**src/rtl/mem_arbiter.sv**
```systemverilog
// mem_arbiter: shares one single-port synchronous RAM between the instruction-fetch port
// (read-only) and the load/store data port (read/write). Grants are combinational, the
// read return is tracked by a registered owner, and a starvation counter forces fetch
// through after STARVE_LIMIT denied cycles.
// Optional feature: define MEM_ARB_RR_EN to replace fixed data priority on conflicts
// with round-robin between the two requesters.
module mem_arbiter #(
    parameter int unsigned ADDR_W       = 32,
    parameter int unsigned DATA_W       = 32,
    parameter int unsigned STARVE_LIMIT = 8
) (
    input  logic                clk,
    input  logic                reset,
    // instruction-fetch port
    input  logic                i_req,
    input  logic [ADDR_W-1:0]   i_addr,
    output logic                i_gnt,
    output logic                i_rvalid,
    output logic [DATA_W-1:0]   i_rdata,
    // data port
    input  logic                d_req,
    input  logic                d_we,
    input  logic [ADDR_W-1:0]   d_addr,
    input  logic [DATA_W-1:0]   d_wdata,
    input  logic [DATA_W/8-1:0] d_wstrb,
    output logic                d_gnt,
    output logic                d_rvalid,
    output logic [DATA_W-1:0]   d_rdata,
    // RAM port
    output logic                ram_en,
    output logic                ram_we,
    output logic [ADDR_W-1:0]   ram_addr,
    output logic [DATA_W-1:0]   ram_wdata,
    output logic [DATA_W/8-1:0] ram_wstrb,
    input  logic [DATA_W-1:0]   ram_rdata
);

    localparam int unsigned CNT_W  = $clog2(STARVE_LIMIT + 1);
    localparam int unsigned STRB_W = DATA_W / 8;

    typedef enum logic [1:0] {
        OwnerNone  = 2'd0,
        OwnerInstr = 2'd1,
        OwnerData  = 2'd2
    } owner_e;

    owner_e           owner_q, owner_d;
    logic [CNT_W-1:0] wait_cnt_q, wait_cnt_d;
    logic             starve_hit;

    assign starve_hit = (wait_cnt_q == CNT_W'(STARVE_LIMIT));

`ifdef MEM_ARB_RR_EN
    localparam logic WinInstr = 1'b0;
    localparam logic WinData  = 1'b1;

    logic last_win_q, last_win_d;

    // Pick the winner: round-robin on conflict, lone requester otherwise.
    always_comb begin
        i_gnt = 1'b0;
        d_gnt = 1'b0;
        if (!reset) begin
            if (i_req && d_req) begin
                // starve_hit cannot fire here in practice; kept as a harmless backstop
                if (last_win_q == WinData || starve_hit) begin
                    i_gnt = 1'b1;
                end else begin
                    d_gnt = 1'b1;
                end
            end else begin
                i_gnt = i_req;
                d_gnt = d_req;
            end
        end
    end

    // Remember the conflict winner so the other side wins the next conflict.
    always_comb begin
        last_win_d = last_win_q;
        if (i_req && d_req) begin
            last_win_d = i_gnt ? WinInstr : WinData;
        end
    end

    // Round-robin history register; reset to DATA so fetch wins the first conflict.
    always_ff @(posedge clk or posedge reset) begin
        if (reset) begin
            last_win_q <= WinData;
        end else begin
            last_win_q <= last_win_d;
        end
    end
`else
    // Pick the winner: data priority on conflict unless fetch has starved.
    always_comb begin
        i_gnt = 1'b0;
        d_gnt = 1'b0;
        if (!reset) begin
            if (i_req && d_req) begin
                if (starve_hit) begin
                    i_gnt = 1'b1;
                end else begin
                    d_gnt = 1'b1;
                end
            end else begin
                i_gnt = i_req;
                d_gnt = d_req;
            end
        end
    end
`endif

    // Drive the RAM from the winner; everything is zero when idle.
    always_comb begin
        ram_en    = i_gnt | d_gnt;
        ram_we    = d_gnt & d_we;
        ram_addr  = '0;
        ram_wdata = '0;
        ram_wstrb = '0;
        if (d_gnt) begin
            ram_addr  = d_addr;
            ram_wdata = d_wdata;
            ram_wstrb = d_we ? d_wstrb : {STRB_W{1'b0}};
        end else if (i_gnt) begin
            ram_addr = i_addr;
        end
    end

    // Next owner of the return slot and next starvation count.
    always_comb begin
        owner_d = OwnerNone;
        if (i_gnt) begin
            owner_d = OwnerInstr;
        end else if (d_gnt) begin
            // writes are tracked too so their completion pulse issues
            owner_d = OwnerData;
        end

        wait_cnt_d = '0;
        if (i_req && !i_gnt) begin
            wait_cnt_d = starve_hit ? wait_cnt_q : wait_cnt_q + CNT_W'(1);
        end
    end

    // Return-owner and starvation state; async reset kills any read in flight.
    always_ff @(posedge clk or posedge reset) begin
        if (reset) begin
            owner_q    <= OwnerNone;
            wait_cnt_q <= '0;
        end else begin
            owner_q    <= owner_d;
            wait_cnt_q <= wait_cnt_d;
        end
    end

    assign i_rvalid = (owner_q == OwnerInstr);
    assign d_rvalid = (owner_q == OwnerData);
    assign i_rdata  = ram_rdata;
    assign d_rdata  = ram_rdata;

endmodule

```
**config.mk**
```make
export PLATFORM = sky130hd
export DESIGN_NAME = mem_arbiter
export DESIGN_NICKNAME = d
export VERILOG_FILES = /design/src/rtl/mem_arbiter.sv
export SDC_FILE = /design/constraint.sdc
export NUM_CORES = 1
export LEC_CHECK = 0
export ABC_AREA = 1
export BUFFER_PORTS_ARGS = -buffer_cell sky130_fd_sc_hd__buf_4
export CAP_MARGIN = 30
export CORE_AREA = 2 2 107 109
export CTS_CLUSTER_DIAMETER = 50
export CTS_CLUSTER_SIZE = 20
export DETAILED_ROUTE_END_ITERATION = 10
export DIE_AREA = 0 0 109 111
export SLEW_MARGIN = 20
export SYNTH_ARGS = -nofsm -noshare
export SYNTH_HDL_FRONTEND = slang
export SYNTH_SLANG_ARGS = --single-unit
```
**constraint.sdc**
```tcl
create_clock -name clk -period 1.85 [get_ports clk]
set_input_delay 0.185 -clock clk [delete_from_list [all_inputs] [get_ports clk]]
set_output_delay 0.185 -clock clk [all_outputs]
set_load 0.01 [all_outputs]
```
-- After elaboration in Yosys (flattened, before gate mapping)
Cells that the tools add are included.
- flip-flop bits (word level): 6
- latch bits: 0
- bits in writable memories: 0
- bits in read-only memories: 0
- input port bits: 137
- output and inout bits: 138
- word-level logic and storage cells: 27
- memories kept: 0
- add/sub/neg operators: 1
- multiply operators: 0
- divide/modulo/power cells: 0
- magnitude comparators: 0
- eq/ne operators: 4
- shifts and indexed selects: 0
- mux-type cells: 15
- bitwise gates (word level): 2
- reductions and logical operators: 3
- operators by type and width (operator ; count):
    two-way mux 32 bit ; 3
    two-way mux 4 bit ; 4
    two-way mux 1 bit ; 6
    adder 4 x 1 -> 4 bit, second input constant ; 1
    equality test 4 bit, second input constant ; 1
    two-way mux 2 bit ; 2
    equality test 2 x 1 -> 1 bit, second input constant ; 1
    equality test 2 bit, second input constant ; 1
    logical AND 1 bit ; 2
    inequality test 2 bit, second input constant ; 1
    AND 1 bit ; 1
    logical NOT 1 bit ; 1
    bitwise OR 1 bit ; 1

-- Depth between registers and ports, before layout
- word-level depth: 7
- gate-level depth with buffers: 8
- gate-level depth less buffers: 7

-- Least setup slack after synthesis
OpenSTA, ideal clock, no wires.
- path type: flip-flop to output port
- start: reg wait_cnt_q[0]
- end: out ram_wdata[16]
- data arrival time: 1.279 ns
- data required time: 1.665 ns
- setup slack: 0.386 ns
- cell stages (with the launch flop): 9
- path buffers: 1
- cell sequence: dfrtp_1 -> inv_1 -> ha_1 -> nand2_1 -> nor2_2 -> nand2_1 -> nand2_2 -> buf_4 -> nor2_1
- cells in the longest elaborated chain, start to end: 5
- ends and longest elaborated chain (what ; line ; source):
    from (decl) ; 48 ; logic [CNT_W-1:0] wait_cnt_q, wait_cnt_d;
    from (signal assigned) ; 153 ; wait_cnt_q <= wait_cnt_d;
    equality test 4 bit ; 51 ; assign starve_hit = (wait_cnt_q == CNT_W'(STARVE_LIMIT));
    two-way mux 1 bit ; 101 ; if (starve_hit) begin
    two-way mux 1 bit ; 100 ; if (i_req && d_req) begin
    two-way mux 1 bit ; 99 ; if (!reset) begin
    two-way mux 32 bit ; 121 ; if (d_gnt) begin
    to (decl) ; 33 ; output logic [DATA_W-1:0] ram_wdata,
No other way between the ends.

-- Worst setup path after layout
- start: reg wait_cnt_q[1]
- end: out ram_wdata[20]
Same word-level chain as after synthesis.

==> key figures <==
Pwr
  – Sw Pwr: 0.349 mW
  – Clock share of power: 32.3%
  – Gate power share: 54.5%
  – P_int: 0.764 mW
  – Flop pwr share: 13.2%
  – Power Density: 356 nW/µm²
  – Switching share of power: 31.4%
  – Peak VDD IR: 0.320 mV
  – Leakage: 1.84 nW

Worst setup path
  – Critical-path cell list: inv_2 -> ha_4 -> nand2_4 -> nor2_4 -> nand2_4 -> nand2_8 -> clkbuf_16 -> nor2_2 -> buf_4
  – Crit. End Element: output port
  – CP Launch Type: flop
  – Arr. time, crit path: 1650 ps
  – Internal reg-to-reg setup slack: 460 ps
  – Critical path class: flop to output port
  – CP most frequent cell: nand2_4
  – Crit-path max cell delay: 410 ps
  – Worst path required time: 1660 ps
  – Slowest cell on crit path: dfrtp_1
  – Crit path max fanout: 6

Floorplan
  – Die Y: 111 µm
  – Die area: 12,100 µm²
  – Initial Util: 14.9%
  – Row count: 39
  – Die Wd: 109 µm
  – Core Region: 11,100 µm²
  – IO Pins: 275

Synthesis
  – Synth async-reset ratio: 100%
  – Syn nets: 436
  – Post-synth cell types: 12
  – Share of the synthesized area in the top cell type: 32.3%
  – Seq/Total Area, Yosys: 9.11%
  – Yosys top cell by area: buf_4
  – Post-synth EDFFs: 0
  – Primary FF master, synth: dfrtp_1
  – YS warnings: 0
  – Area contributors post-synth: buf_4 32%, nand3_1 20%, nand2_1 10%
  – Top-count cell post-synth: buf_4
  – Syn_area_per_cell: 5.55 µm²
  – #FFs+latches synth: 6
  – Commonest cells post-synth: 71 x buf_4, 66 x nand3_1, 46 x nand2_1
  – Mapped Cells: 297
  – Syn Std Cell Area: 1650 µm²

Final layout
  – Share of layout cells above drive strength 1: 55.8%
  – Fillers: 1,228
  – N_diodes: 0
  – Register area: 150 µm²
  – Multi-input gate area: 895 µm²
  – Layout area overhead: 89.9%
  – Final nets: 557
  – Non-Filler Instances: 559

Timing
  – Worst Tran Pin Value: 314 ps
  – Unrepaired setup endpoints after global routing: true
  – Clk_skew: 3.78 ps
  – Final hold vios: 0
  – Final min period: 1840 ps
  – Setup total negative slack: 0 ps
  – Crit share post-route: 99.2%
  – Max Freq: 545 MHz
  – Slew headroom: 79.1%
  – Final Setup Violations: 0
  – Slew Viols, Final: 0

Clock network
  – CTS tree: built
  – Htree depth: 1
  – Clock-pin slew on the worst setup and hold paths: 40 ps
  – Worst-Skew Late Latency: 230 ps
  – Total CTS buffers: 3
  – Max Root-Sink Buffers: 2
  – Clock root buffer: clkbuf_16
  – CTS sink count: 6

Global route
  – Largest net degree at the start of global routing: 30
  – GRT Total Usage: 11.5%
  – Initial antenna violation count: 0
  – Global-route wire length before repair: 10.8 mm
  – Number of global-route vias before repair: 2,184
  – GRT overflow: 0

Run
  – Max-cap viol count: 0

Outcome
  – Outcome: finished, final reports clean

Detailed routing
  – DRT Pass-1 Iters: 4
  – DR vias: 2,268
  – DRT antenna net count: 0
  – DR iter-0 viols: 95
  – Total Routed Length: 7.61 mm
  – DR vias/cell: 4.06
  – Residual DRC: 0
  – Drt wl/cell: 13.6 µm

Placement
  – Final GP Congestion: 0.733
  – Placed Cells: 546
  – Port Buffer Count: 178
  – Post-DP HPWL: 5.75 mm

Worst hold path
  – Worst hold path type: primary input to flop
[cell families after synthesis]
family        share of synthesized area [%]
fa+ha+maj                              1.52
xor+xnor                               1.06
buf+inv                                45.3
flops                                  9.11
simple gates                           43.0
[per-stage QoR]
stage / instance area (µm²) / power [mW] / hold slack (ps) / setup slack [ps] / utilization [%]
after global routing: 3130 / 1.18 / 280 / -44.3 / 28.3
after global placement: 2670 / 0.661 / 145 / 217 / 24.1
after detailed placement: 2670 / 0.668 / 157 / 168 / 24.1
after CTS: 2880 / 1.06 / 249 / 19.7 / 26.0
after floorplan: 1650 / 0.479 / -24.0 / 386 / -
final: 3130 / 1.11 / 256 / 13.9 / 28.3
[power groups by stage]
stage / combinational [mW] / sequential (mW) / clock [mW]
after global routing: 0.661 / 0.148 / 0.370
after global placement: 0.514 / 0.147 / 0
after floorplan: 0.333 / 0.146 / 0
after detailed placement: 0.520 / 0.148 / 0
after CTS: 0.557 / 0.146 / 0.361
final: 0.607 / 0.147 / 0.359
[critical path: cells and delay by family (launching register included)]
kind                       cells  cell delay [ps]
adders and majority gates      1              150
buffers and inverters          3              390
DFF                            1              410
and+or+nand+nor                5              450
[layout by cell type (no fill, tap or decap), drive strengths merged]
cell,count
inv,45
nand4,1
dfrtp,6
dlygate4sd3,1
nand2,49
nand3,66
nor2,46
clkbuf,6
ha,2
buf,192
xor2,2
[state kept, by name (all words and copies together) (netlist names)]
register and count:
wait_cnt_q 4, owner_q 2
[layout make-up]
type	instances	area share [%]
Inverter	45	5.48
Sequential cell	6	4.80
Clock buffer	3	2.40
Multi-Input combinational cell	166	28.6
Tap cell	143	5.72
Timing Repair Buffer	196	53.0
[worst paths after layout]
check,startpoint,end,depth (start not counted)
min,i_req,wait_cnt_q[1],3
max in group asynchronous,reset,owner_q[0],3
max reg2reg,wait_cnt_q[1],owner_q[1],8
min in group asynchronous,reset,wait_cnt_q[0],3
max,wait_cnt_q[1],ram_wdata[20],9
min reg2reg,wait_cnt_q[0],wait_cnt_q[0],4
[routing by layer]
layer | up-vias | global-route usage, % | part of all wire [%] | wire (µm)
li1 | 1078 | - | - | -
met5 | - | 0 | 0 | 0
met2 | 132 | 20.6 | 50 | 3820
met1 | 1026 | 11.9 | 36 | 2770
met4 | 0 | 5.30 | 3.7 | 284
met3 | 32 | 3.59 | 9.7 | 741
[timing repair]
item | 4_1_cts | 5_1_grt
pin swaps | 3 | 1
setup buffers | 2 | 1
resized for setup | 14 | 47
gates cloned | 2 | 4
endpoints found under the hold margin | 6 | 0
endpoints found under the setup margin | 71 | 69
hold buffers | 1 | 0
Power figures use the tool's default switching activity.
